$ cat config.mk
export PLATFORM = sky130hd
export DESIGN_NAME = gps_pps_conditioner
export DESIGN_NICKNAME = d
export VERILOG_FILES = /design/src/rtl/pps_pkg.sv /design/src/rtl/pps_sync_edge.sv /design/src/rtl/gps_pps_conditioner.sv
export SDC_FILE = /design/constraint.sdc
export NUM_CORES = 1
export LEC_CHECK = 0
export CORE_MARGIN = 2
export CORE_UTILIZATION = 30
export DETAILED_ROUTE_END_ITERATION = 10
export SKIP_CTS_REPAIR_TIMING = 1
export SYNTH_ARGS = -nofsm -noshare
export SYNTH_HDL_FRONTEND = slang
export SYNTH_HIERARCHICAL = 1
export SYNTH_SLANG_ARGS = --single-unit
$ cat constraint.sdc
create_clock -name CLK -period 2.8 [get_ports CLK]
set_input_delay 0.56 -clock CLK [delete_from_list [all_inputs] [get_ports CLK]]
set_output_delay 0.56 -clock CLK [all_outputs]
set_load 0.01 [all_outputs]
$ cat src/rtl/pps_pkg.sv
// Shared types and constants for the GPS PPS conditioner.
package pps_pkg;

    // Qualification state of the incoming PPS stream.
    typedef enum logic [1:0] {
        SEARCH   = 2'd0,
        LOCKING  = 2'd1,
        LOCKED   = 2'd2,
        HOLDOVER = 2'd3
    } pps_state_t;

    // Flip-flop stages used to bring the asynchronous PPS into the CLK domain.
    localparam int PPS_SYNC_STAGES = 2;

endpackage : pps_pkg

$ cat src/rtl/pps_sync_edge.sv
// Synchroniser for the raw PPS input plus a registered rising-edge strobe.
// The strobe is high for one cycle, two cycles after the first clock that
// samples the input high.
module pps_sync_edge
    import pps_pkg::*;
(
    input  logic clk,
    input  logic rst,
    input  logic din,
    output logic rise
);

    logic [PPS_SYNC_STAGES-1:0] sync_q;
    logic                       prev_q;

    // Shift the input through the synchroniser and flag a 0->1 transition.
    always_ff @(posedge clk or posedge rst) begin
        if (rst) begin
            sync_q <= '0;
            prev_q <= 1'b0;
            rise   <= 1'b0;
        end else begin
            // NOTE: non-blocking assignments so every stage samples the value from before this edge.
            sync_q <= {sync_q[PPS_SYNC_STAGES-2:0], din};
            prev_q <= sync_q[PPS_SYNC_STAGES-1];
            rise   <= sync_q[PPS_SYNC_STAGES-1] & ~prev_q;
        end
    end

endmodule : pps_sync_edge

$ cat src/rtl/gps_pps_conditioner.sv
// Qualifies raw GPS PPS: measures its period, tracks lock, and generates
// synthetic holdover pulses so downstream timing never stalls.
module gps_pps_conditioner #(
    parameter int  CLK_FREQ_HZ  = 32768000,
    parameter int  TOL_CYCLES   = 1000,
    parameter int  LOCK_COUNT   = 3,
    parameter int  HOLDOVER_MAX = 10,
    localparam int CW           = $clog2(CLK_FREQ_HZ + TOL_CYCLES + 1) + 1
) (
    input  logic          CLK,
    input  logic          RST,
    input  logic          GPS_PPS,
    input  logic          ERR_CLR,
    output logic          PPS_OUT,
    output logic          PPS_VALID,
    output logic          HOLDOVER,
    output logic          PPS_ERR,
    output logic [CW-1:0] PERIOD_LAST
);
    // The HOLDOVER port shadows the enum literal, so state literals are scoped.
    import pps_pkg::pps_state_t;

    localparam int GW = $clog2(LOCK_COUNT + 1);
    localparam int HW = $clog2(HOLDOVER_MAX + 1);

    localparam logic [CW-1:0] EARLY_LIM  = CW'(CLK_FREQ_HZ - TOL_CYCLES);
    localparam logic [CW-1:0] TIMEOUT_AT = CW'(CLK_FREQ_HZ + TOL_CYCLES);
    // A synthetic pulse stands in for a reference TOL_CYCLES+1 cycles in the past.
    localparam logic [CW-1:0] HO_RELOAD  = CW'(TOL_CYCLES + 1);
    localparam logic [GW-1:0] LOCK_TGT   = GW'(LOCK_COUNT);
    localparam logic [HW-1:0] HO_LIMIT   = HW'(HOLDOVER_MAX);

    pps_state_t    state_q, state_nxt;
    logic [CW-1:0] cnt_q, cnt_nxt, cnt_inc, period_nxt;
    logic [GW-1:0] good_q, good_nxt, good_inc;
    logic [HW-1:0] ho_q, ho_nxt, ho_inc;
    logic          pps_rise, is_early, is_good, timeout;
    logic          pulse_nxt, err_set;

    pps_sync_edge u_sync (
        .clk  (CLK),
        .rst  (RST),
        .din  (GPS_PPS),
        .rise (pps_rise)
    );

    // Classify the current edge against the period window.
    always_comb begin
        cnt_inc  = (&cnt_q) ? cnt_q : cnt_q + CW'(1);
        good_inc = good_q + GW'(1);
        ho_inc   = ho_q + HW'(1);
        is_early = pps_rise && (cnt_q < EARLY_LIM);
        is_good  = pps_rise && (cnt_q >= EARLY_LIM) && (cnt_q <= TIMEOUT_AT);
        timeout  = !pps_rise && (cnt_q == TIMEOUT_AT);
    end

    // Next-state, counter and pulse decisions.
    always_comb begin
        // NOTE: every output gets a default first so no path can infer a latch.
        state_nxt  = state_q;
        cnt_nxt    = cnt_inc;
        good_nxt   = good_q;
        ho_nxt     = ho_q;
        period_nxt = PERIOD_LAST;
        pulse_nxt  = 1'b0;
        err_set    = 1'b0;
        unique case (state_q)
            pps_pkg::SEARCH: begin
                if (pps_rise) begin
                    state_nxt = pps_pkg::LOCKING;
                    cnt_nxt   = '0;
                    good_nxt  = '0;
                    pulse_nxt = 1'b1;
                end
            end
            pps_pkg::LOCKING: begin
                if (is_good) begin
                    cnt_nxt    = '0;
                    pulse_nxt  = 1'b1;
                    period_nxt = cnt_q + CW'(1);
                    good_nxt   = good_inc;
                    if (good_inc == LOCK_TGT) begin
                        state_nxt = pps_pkg::LOCKED;
                        good_nxt  = '0;
                    end
                end else if (is_early) begin
                    cnt_nxt   = '0;
                    good_nxt  = '0;
                    pulse_nxt = 1'b1;
                    err_set   = 1'b1;
                end else if (timeout) begin
                    state_nxt = pps_pkg::SEARCH;
                end
            end
            pps_pkg::LOCKED: begin
                if (is_good) begin
                    cnt_nxt    = '0;
                    pulse_nxt  = 1'b1;
                    period_nxt = cnt_q + CW'(1);
                end else if (is_early) begin
                    err_set = 1'b1;
                end else if (timeout) begin
                    state_nxt = pps_pkg::HOLDOVER;
                    cnt_nxt   = HO_RELOAD;
                    ho_nxt    = HW'(1);
                    pulse_nxt = 1'b1;
                end
            end
            pps_pkg::HOLDOVER: begin
                if (is_good) begin
                    state_nxt  = pps_pkg::LOCKED;
                    cnt_nxt    = '0;
                    ho_nxt     = '0;
                    pulse_nxt  = 1'b1;
                    period_nxt = cnt_q + CW'(1);
                end else if (is_early) begin
                    err_set = 1'b1;
                end else if (timeout) begin
                    cnt_nxt   = HO_RELOAD;
                    pulse_nxt = 1'b1;
                    ho_nxt    = ho_inc;
                    if (ho_inc == HO_LIMIT) begin
                        state_nxt = pps_pkg::SEARCH;
                        ho_nxt    = '0;
                    end
                end
            end
        endcase
    end

    // State, counters and outputs advance together so status lines up with PPS_OUT.
    always_ff @(posedge CLK or posedge RST) begin
        if (RST) begin
            // NOTE: only a handful of flops here, so every one is reset; there is no memory array to leave unreset.
            state_q     <= pps_pkg::SEARCH;
            cnt_q       <= '0;
            good_q      <= '0;
            ho_q        <= '0;
            PPS_OUT     <= 1'b0;
            PPS_VALID   <= 1'b0;
            HOLDOVER    <= 1'b0;
            PPS_ERR     <= 1'b0;
            PERIOD_LAST <= '0;
        end else begin
            state_q     <= state_nxt;
            cnt_q       <= cnt_nxt;
            good_q      <= good_nxt;
            ho_q        <= ho_nxt;
            PPS_OUT     <= pulse_nxt;
            PPS_VALID   <= (state_nxt == pps_pkg::LOCKED) || (state_nxt == pps_pkg::HOLDOVER);
            HOLDOVER    <= (state_nxt == pps_pkg::HOLDOVER);
            PERIOD_LAST <= period_nxt;
            if (err_set) begin
                PPS_ERR <= 1'b1;
            end else if (ERR_CLR) begin
                PPS_ERR <= 1'b0;
            end
        end
    end

endmodule : gps_pps_conditioner
==> results of run 1 <==
## cells in the final DEF, fill, tap and decap left out, drive strengths merged, types with 2 or more instances in the layout
master / n
a211o: 2
a21boi: 2
a21oi: 31
a22o: 2
a31oi: 3
and2: 4
and3: 4
and4: 5
buf: 7
clkbuf: 11
clkdlybuf4s50: 33
clkinv: 2
dfrtp: 67
ha: 4
inv: 14
mux2: 2
nand2: 31
nand2b: 8
nand3: 14
nand4: 7
nor2: 17
nor2b: 4
nor3: 8
nor4: 5
o211ai: 2
o21a: 10
o21ai: 15
o41ai: 2
xnor2: 12
xor2: 13
## per-stage QoR
step / util (%) / cell area (um2) / hold WS [ns] / power, W
finish: 37.1 / 3990 / 0.363 / 0.00200
global route: 37.1 / 3990 / 0.373 / 0.00210
CTS: 37.1 / 3990 / 0.364 / 0.00203
detailed placement: 35.1 / 3770 / 0.337 / 0.00118
global placement: 35.1 / 3770 / 0.341 / 0.00117
floorplan: - / 3280 / 0.326 / 0.00113
## power by group through the flow
stage	sequential, W	combinational (W)	clock, W
6_report	0.00103	0.000120	0.000850
3_3_place_gp	0.00105	0.000120	0
4_1_cts	0.00103	0.000124	0.000871
3_5_place_dp	0.00105	0.000123	0
5_1_grt	0.00104	0.000135	0.000926
2_1_floorplan	0.00104	0.0000861	0
## worst max-delay path, stage by stage, from the launching register on
cell and delay (ns):
sky130_fd_sc_hd__dfrtp_1 0.45, sky130_fd_sc_hd__nor4_4 0.36, sky130_fd_sc_hd__o211ai_1 0.20, sky130_fd_sc_hd__a221oi_4 0.39, sky130_fd_sc_hd__o211ai_1 0.16, sky130_fd_sc_hd__a32oi_1 0.24, sky130_fd_sc_hd__buf_4 0.24, sky130_fd_sc_hd__a21oi_1 0.07
## metal layers
layer | GRT usage, % | wire (um) | up-vias
met3 | 4.40 | 329 | 9
met4 | 5.49 | 114 | 0
met1 | 16.4 | 3190 | 1176
li1 | - | - | 1177
met2 | 20.4 | 3130 | 43
met5 | 0 | 0 | -
## registers in the layout, indices dropped and copies added (netlist names), 2 cells and up
name	cells
PERIOD_LAST	26
cnt_q	26
ho_q	4
good_q	2
u_sync/sync_q	2
## cell families (layout without fill, tap and decap cells)
family / count (synthesis) / count (layout) / share of synthesized area, %
buffers and inverters: 23 / 69 / 3.40
AND/OR/NAND/NOR: 109 / 109 / 19.8
multiplexers: 3 / 3 / 1.11
flip-flops: 67 / 67 / 51.1
AO/OA/AOI/OAI: 79 / 79 / 16.4
adder cells (fa/ha/maj): 4 / 4 / 1.53
XOR/XNOR: 25 / 25 / 6.68
## final timing paths
path / start / to / slack (ns) / cells after the start
max: cnt_q[14]$_DFF_PP0_ / cnt_q[22]$_DFF_PP0_ / 0.56 / 7
min: u_sync/sync_q[0]$_DFF_PP0_ / u_sync/sync_q[1]$_DFF_PP0_ / 0.36 / 0
max reg2reg: cnt_q[14]$_DFF_PP0_ / cnt_q[22]$_DFF_PP0_ / 0.56 / 7
min reg2reg: u_sync/sync_q[0]$_DFF_PP0_ / u_sync/sync_q[1]$_DFF_PP0_ / 0.36 / 0
max in group asynchronous: RST / cnt_q[21]$_DFF_PP0_ / 1.55 / 3
min in group asynchronous: RST / u_sync/rise$_DFF_PP0_ / 0.43 / 2
## area by class of cell
cell class                      count  area (um2)
Inverter                           13        48.8
Timing Repair Buffer               40         383
Multi-Input combinational cell    220        1490
Tap cell                          140         175
Clock buffer                       11         151
Fill cell                        1108        6760
Clock inverter                      5        60.1
Sequential cell                    67        1680
==> metrics.txt, run 1 <==
# TYPE chip_impl_metric gauge
chip_impl_metric{name="cts_buffer_depth",unit=""} 2
chip_impl_info{name="commonest_register_cell_after_synthesis",value="sky130_fd_sc_hd__dfrtp_1"} 1
chip_impl_metric{name="die_width",unit="um"} 109
chip_impl_info{name="clock_tree.root_cell",value="sky130_fd_sc_hd__clkbuf_8"} 1
chip_impl_metric{name="post_route_cells_drive_above_1_share",unit="%"} 11.5
chip_impl_info{name="critical_path.startpoint_type",value="register"} 1
chip_impl_metric{name="worstSkewPairLatency",unit="ns"} 0.35
chip_impl_metric{name="max_freq",unit="MHz"} 447
chip_impl_metric{name="place.detailed.instances",unit=""} 480
chip_impl_metric{name="timing.slew.headroom",unit="%"} 63.9
chip_impl_metric{name="area_growth",unit="%"} 21.6
chip_impl_metric{name="post-dp-hpwl",unit="um"} 4870
chip_impl_metric{name="die-height",unit="um"} 109
chip_impl_metric{name="total_leakage_power",unit="nW"} 1.73
chip_impl_metric{name="design.die.area",unit="um2"} 11800
chip_impl_metric{name="cellInternalPower",unit="W"} 0.00150
chip_impl_metric{name="numPortBuffers",unit=""} 33
chip_impl_metric{name="sw_frac_of_total",unit="%"} 25.0
chip_impl_info{name="synth_common_cells",value="sky130_fd_sc_hd__dfrtp_1, sky130_fd_sc_hd__a21oi_1, sky130_fd_sc_hd__nand2_1"} 1
chip_impl_metric{name="finalNonFillerCells",unit=""} 496
chip_impl_metric{name="tightestPinTransition",unit="ns"} 0.538
chip_impl_metric{name="detail_route.wl_per_cell",unit="um"} 13.6
chip_impl_metric{name="routed_wl",unit="um"} 6760
chip_impl_metric{name="place.gp.congestion",unit=""} 0.776
chip_impl_metric{name="worst_ep_required_time",unit="ns"} 3.03
chip_impl_info{name="synth_top_cells_by_area",value="sky130_fd_sc_hd__dfrtp_1, sky130_fd_sc_hd__a21oi_1, sky130_fd_sc_hd__nand2_1, sky130_fd_sc_hd__xor2_1, sky130_fd_sc_hd__xnor2_1"} 1
chip_impl_metric{name="placement_rows",unit=""} 38
chip_impl_info{name="synth_top_cell_by_area",value="sky130_fd_sc_hd__dfrtp_1"} 1
chip_impl_info{name="cts_tree",value="built"} 1
chip_impl_metric{name="syn_inst",unit=""} 310
chip_impl_metric{name="final.period_utilization",unit="%"} 79.9
chip_impl_metric{name="viasPerCell",unit=""} 4.85
chip_impl_metric{name="via_count_of_the_routed_design",unit=""} 2405
chip_impl_metric{name="p_comb_share",unit="%"} 6.0
chip_impl_metric{name="clock_power_share",unit="%"} 42.4
chip_impl_metric{name="antenna_cells_inserted",unit=""} 0
chip_impl_metric{name="detailedRoute.firstIterationViolations",unit=""} 154
chip_impl_info{name="rsz0062_at_grt",value="no"} 1
chip_impl_metric{name="synth-edff-count",unit=""} 0
chip_impl_info{name="hold_class",value="register to register"} 1
chip_impl_metric{name="synthesis.area",unit="um2"} 3280
chip_impl_metric{name="grt_pass1_vias",unit=""} 2477
chip_impl_info{name="outcome",value="finished, final reports clean"} 1
chip_impl_metric{name="route.detailed.drc",unit=""} 0
chip_impl_metric{name="detailedRoute.firstPassIterationCount",unit=""} 4
chip_impl_metric{name="syn-num-nets",unit=""} 318
chip_impl_metric{name="grt_first_pass_wirelength",unit="um"} 11900
chip_impl_metric{name="finalNetCount",unit=""} 359
chip_impl_metric{name="cts_sinks",unit=""} 67
chip_impl_metric{name="async_reset_ff_share",unit="%"} 100
chip_impl_metric{name="final.setup.worst_slack",unit="ns"} 0.562
chip_impl_metric{name="post-place-ws",unit="ns"} 0.563
chip_impl_metric{name="synth.distinct_cells",unit=""} 54
chip_impl_metric{name="cts_inserted_buffers",unit=""} 9
chip_impl_metric{name="total_grt_overflow",unit=""} 0
chip_impl_metric{name="ctsHtreeMaxLevel",unit=""} 3
chip_impl_metric{name="post_synth.cell_area_avg",unit="um2"} 10.6
chip_impl_info{name="critPathKind",value="register to register"} 1
chip_impl_metric{name="totalNegativeSetupSlack",unit="ns"} 0
chip_impl_metric{name="power_per_cell_area",unit="nW/um2"} 503
chip_impl_metric{name="yosysWarningCount",unit=""} 6
chip_impl_metric{name="setup_clock_skew_after_layout",unit="ns"} 0.00851
chip_impl_metric{name="clk_pin_slew_worst_paths",unit="ns"} 0.07
chip_impl_metric{name="power.switching",unit="W"} 0.000501
chip_impl_metric{name="track_usage",unit="%"} 13.0
chip_impl_info{name="endpoint_kind",value="register"} 1
chip_impl_metric{name="netlist.area_leader.share",unit="%"} 51.1
chip_impl_metric{name="p_seq_share",unit="%"} 51.6
chip_impl_metric{name="timing.critical_path.fanout_max",unit=""} 13
chip_impl_metric{name="largest_net_degree_at_the_start_of_global_routing",unit=""} 27
chip_impl_metric{name="irDropWorstVdd",unit="V"} 0.000291
chip_impl_metric{name="synth-seq-cells",unit=""} 67
chip_impl_metric{name="finalHoldViolCount",unit=""} 0
chip_impl_metric{name="initial_utilization",unit="%"} 30.5
chip_impl_metric{name="antenna_left",unit=""} 0
chip_impl_metric{name="io_pins",unit=""} 34
chip_impl_metric{name="worst-endpoint-arrival",unit="ns"} 2.46
chip_impl_metric{name="number_of_setup_violations_in_the_final_report",unit=""} 0
chip_impl_metric{name="grt_antenna_before_repair",unit=""} 0
chip_impl_metric{name="coreArea",unit="um2"} 10700
chip_impl_metric{name="sequential_to_total_area_share_from_yosys_stat",unit="%"} 51.1
chip_impl_metric{name="total_count_of_max_transition_violations_in_the_final_report",unit=""} 0
chip_impl_info{name="synth.most_common_cell",value="sky130_fd_sc_hd__dfrtp_1"} 1
chip_impl_metric{name="drv.max_cap_violation_count",unit=""} 0
chip_impl_metric{name="period_needed",unit="ns"} 2.24
Note: power is estimated with default switching activity, not from simulation.
==> inputs of run 2 (changes only) <==
- clock period: 2.8 -> 2.3 ns (I/O delays scaled with it)
==> run 2 against run 1 <==
Cell count is 3.4% higher; combinational power is 63% higher; first-iteration DRC count is 12% higher; non-clock buffer count is 17 higher; core utilization is 1.5 points higher; worst hold slack worse by 0.014 ns; critical endpoint is now cnt_q[4]$_DFF_PP0_; largest power group unchanged.
==> metrics.txt, run 2 (synthesis results as in run 1) <==
# TYPE chip_impl_metric gauge
chip_impl_metric{name="power_per_cell_area",unit="nW/um2"} 571
chip_impl_metric{name="die_width",unit="um"} 109
chip_impl_metric{name="track_usage",unit="%"} 13.1
chip_impl_metric{name="viasPerCell",unit=""} 4.82
chip_impl_metric{name="initial_utilization",unit="%"} 30.5
chip_impl_info{name="cts_tree",value="built"} 1
chip_impl_metric{name="grt_pass1_vias",unit=""} 2468
chip_impl_info{name="outcome",value="finished, final reports clean"} 1
chip_impl_info{name="commonest_non_fill_non_tap_cell_in_the_layout",value="sky130_fd_sc_hd__dfrtp_1"} 1
chip_impl_metric{name="worstSkewPairLatency",unit="ns"} 0.35
chip_impl_metric{name="stdcell_area",unit="um2"} 4150
chip_impl_metric{name="placement_rows",unit=""} 38
chip_impl_metric{name="area_growth",unit="%"} 26.6
chip_impl_metric{name="cts_buffer_depth",unit=""} 2
chip_impl_info{name="clock_tree.root_cell",value="sky130_fd_sc_hd__clkbuf_8"} 1
chip_impl_metric{name="io_pins",unit=""} 34
chip_impl_metric{name="coreArea",unit="um2"} 10700
chip_impl_metric{name="cts_inserted_buffers",unit=""} 9
chip_impl_metric{name="tightestPinTransition",unit="ns"} 0.537
chip_impl_info{name="critical_path.startpoint_type",value="register"} 1
chip_impl_metric{name="route.detailed.drc",unit=""} 0
chip_impl_metric{name="timing.slew.headroom",unit="%"} 64.2
chip_impl_metric{name="post-dp-hpwl",unit="um"} 4760
chip_impl_metric{name="clk_pin_slew_worst_paths",unit="ns"} 0.08
chip_impl_info{name="hold_class",value="input pin to asynchronous set/reset pin"} 1
chip_impl_metric{name="finalHoldViolCount",unit=""} 0
chip_impl_metric{name="number_of_setup_violations_in_the_final_report",unit=""} 0
chip_impl_metric{name="place_area",unit="um2"} 3830
chip_impl_info{name="endpoint_kind",value="register"} 1
chip_impl_metric{name="largest_net_degree_at_the_start_of_global_routing",unit=""} 55
chip_impl_metric{name="detailedRoute.firstIterationViolations",unit=""} 173
chip_impl_metric{name="detail_route.wl_per_cell",unit="um"} 14.2
chip_impl_metric{name="worst-endpoint-arrival",unit="ns"} 2.49
chip_impl_metric{name="place.gp.congestion",unit=""} 0.851
chip_impl_metric{name="max_freq",unit="MHz"} 443
chip_impl_metric{name="total_grt_overflow",unit=""} 0
chip_impl_metric{name="worst_ep_required_time",unit="ns"} 2.53
chip_impl_metric{name="grt_antenna_before_repair",unit=""} 0
chip_impl_metric{name="final.period_utilization",unit="%"} 98.2
chip_impl_metric{name="total_leakage_power",unit="nW"} 1.81
chip_impl_metric{name="via_count_of_the_routed_design",unit=""} 2473
chip_impl_metric{name="setup_clock_skew_after_layout",unit="ns"} 0.0131
chip_impl_metric{name="drv.max_cap_violation_count",unit=""} 0
chip_impl_metric{name="antenna_left",unit=""} 0
chip_impl_metric{name="grt_first_pass_wirelength",unit="um"} 12100
chip_impl_metric{name="post_route_cells_drive_above_1_share",unit="%"} 19.6
chip_impl_metric{name="routed_wl",unit="um"} 7280
chip_impl_metric{name="r2r_slack",unit="ns"} 0.04
chip_impl_metric{name="detailedRoute.firstPassIterationCount",unit=""} 4
chip_impl_info{name="layout_common_cells",value="sky130_fd_sc_hd__dfrtp_1, sky130_fd_sc_hd__clkdlybuf4s50_1, sky130_fd_sc_hd__nand2_1, sky130_fd_sc_hd__a21oi_1, sky130_fd_sc_hd__buf_4"} 1
chip_impl_metric{name="design.die.area",unit="um2"} 11800
chip_impl_metric{name="period_needed",unit="ns"} 2.26
chip_impl_metric{name="ctsHtreeMaxLevel",unit=""} 3
chip_impl_metric{name="cts_sinks",unit=""} 67
chip_impl_metric{name="worst_hold_slack",unit="ns"} 0.349
chip_impl_metric{name="finalNetCount",unit=""} 376
chip_impl_metric{name="timing.critical_path.fanout_max",unit=""} 5
chip_impl_metric{name="numPortBuffers",unit=""} 33
chip_impl_metric{name="antenna_cells_inserted",unit=""} 0
chip_impl_info{name="critPathKind",value="register to register"} 1
chip_impl_info{name="rsz0062_at_grt",value="yes"} 1
chip_impl_metric{name="total_count_of_max_transition_violations_in_the_final_report",unit=""} 0
chip_impl_metric{name="die-height",unit="um"} 109
chip_impl_metric{name="irDropWorstVdd",unit="V"} 0.000292
chip_impl_info{name="largest_registers",value="PERIOD_LAST: 26 flops, cnt_q: 26 flops, ho_q: 4 flops"} 1
-- run 2: path summary, 6_finish.rpt --
path | from | endpoint | cells after the start
setup / recovery | cnt_q[8]$_DFF_PP0_ | cnt_q[4]$_DFF_PP0_ | 8
hold / removal | RST | u_sync/rise$_DFF_PP0_ | 2
setup reg to reg | cnt_q[8]$_DFF_PP0_ | cnt_q[4]$_DFF_PP0_ | 8
hold reg to reg | u_sync/sync_q[0]$_DFF_PP0_ | u_sync/sync_q[1]$_DFF_PP0_ | 0
max in group asynchronous | RST | cnt_q[7]$_DFF_PP0_ | 3
min in group CLK | u_sync/sync_q[0]$_DFF_PP0_ | u_sync/sync_q[1]$_DFF_PP0_ | 0
-- run 2: per-stage QoR --
step	TNS, ns	std cells	worst slack [ns]	utilization, %	total power (W)
2_1_floorplan	0	310	0.270	-	0.00137
3_3_place_gp	0	486	0.197	35.7	0.00144
3_5_place_dp	0	486	0.149	35.7	0.00144
4_1_cts	0	502	0.125	37.4	0.00236
5_1_grt	-1.14	513	-0.0827	38.6	0.00249
6_report	0	513	0.0403	38.6	0.00237
-- run 2: final cells by class --
type                    instances  area (um2)
flip-flops and latches         67        1690
clock buffers                  11         151
inverters                      13        48.8
clock inverters                 5        35.0
multi-input cells             220        1520
well taps                     140         175
repair buffers                 57         532
fillers                      1082        6600
-- run 2: worst max-delay path, stage by stage (launching register included) --
cell                      delay, ns
sky130_fd_sc_hd__dfrtp_1       0.43
sky130_fd_sc_hd__and4_4        0.26
sky130_fd_sc_hd__nand4_1       0.23
sky130_fd_sc_hd__nor4_4        0.44
sky130_fd_sc_hd__nor2_1        0.10
sky130_fd_sc_hd__a32oi_2       0.33
sky130_fd_sc_hd__buf_4         0.17
sky130_fd_sc_hd__buf_6         0.11
sky130_fd_sc_hd__a21oi_1       0.04
-- run 2: layer usage --
layer | wire length, um | part of all wire (%) | global-route usage (%) | vias to the layer above
met3 | 351 | 4.8 | 3.56 | 10
li1 | - | - | - | 1208
met4 | 111 | 1.5 | 5.68 | 0
met1 | 3480 | 48 | 18.0 | 1197
met5 | 0 | 0 | 0 | -
met2 | 3340 | 46 | 19.2 | 58
-- run 2: power breakdown --
part	internal [W]	switching [W]	total, W
clock	0.000451	0.000465	0.000917
combinational	0.0000871	0.000109	0.000196
sequential	0.00121	0.0000471	0.00126
total	0.00175	0.000621	0.00237
==> inputs of run 3 (changes only) <==
- CAP_MARGIN: not set -> 20
- SKIP_LAST_GASP: not set -> 1
==> results of run 3 <==
Final layout, timing and power as in run 2 (identical DEF).
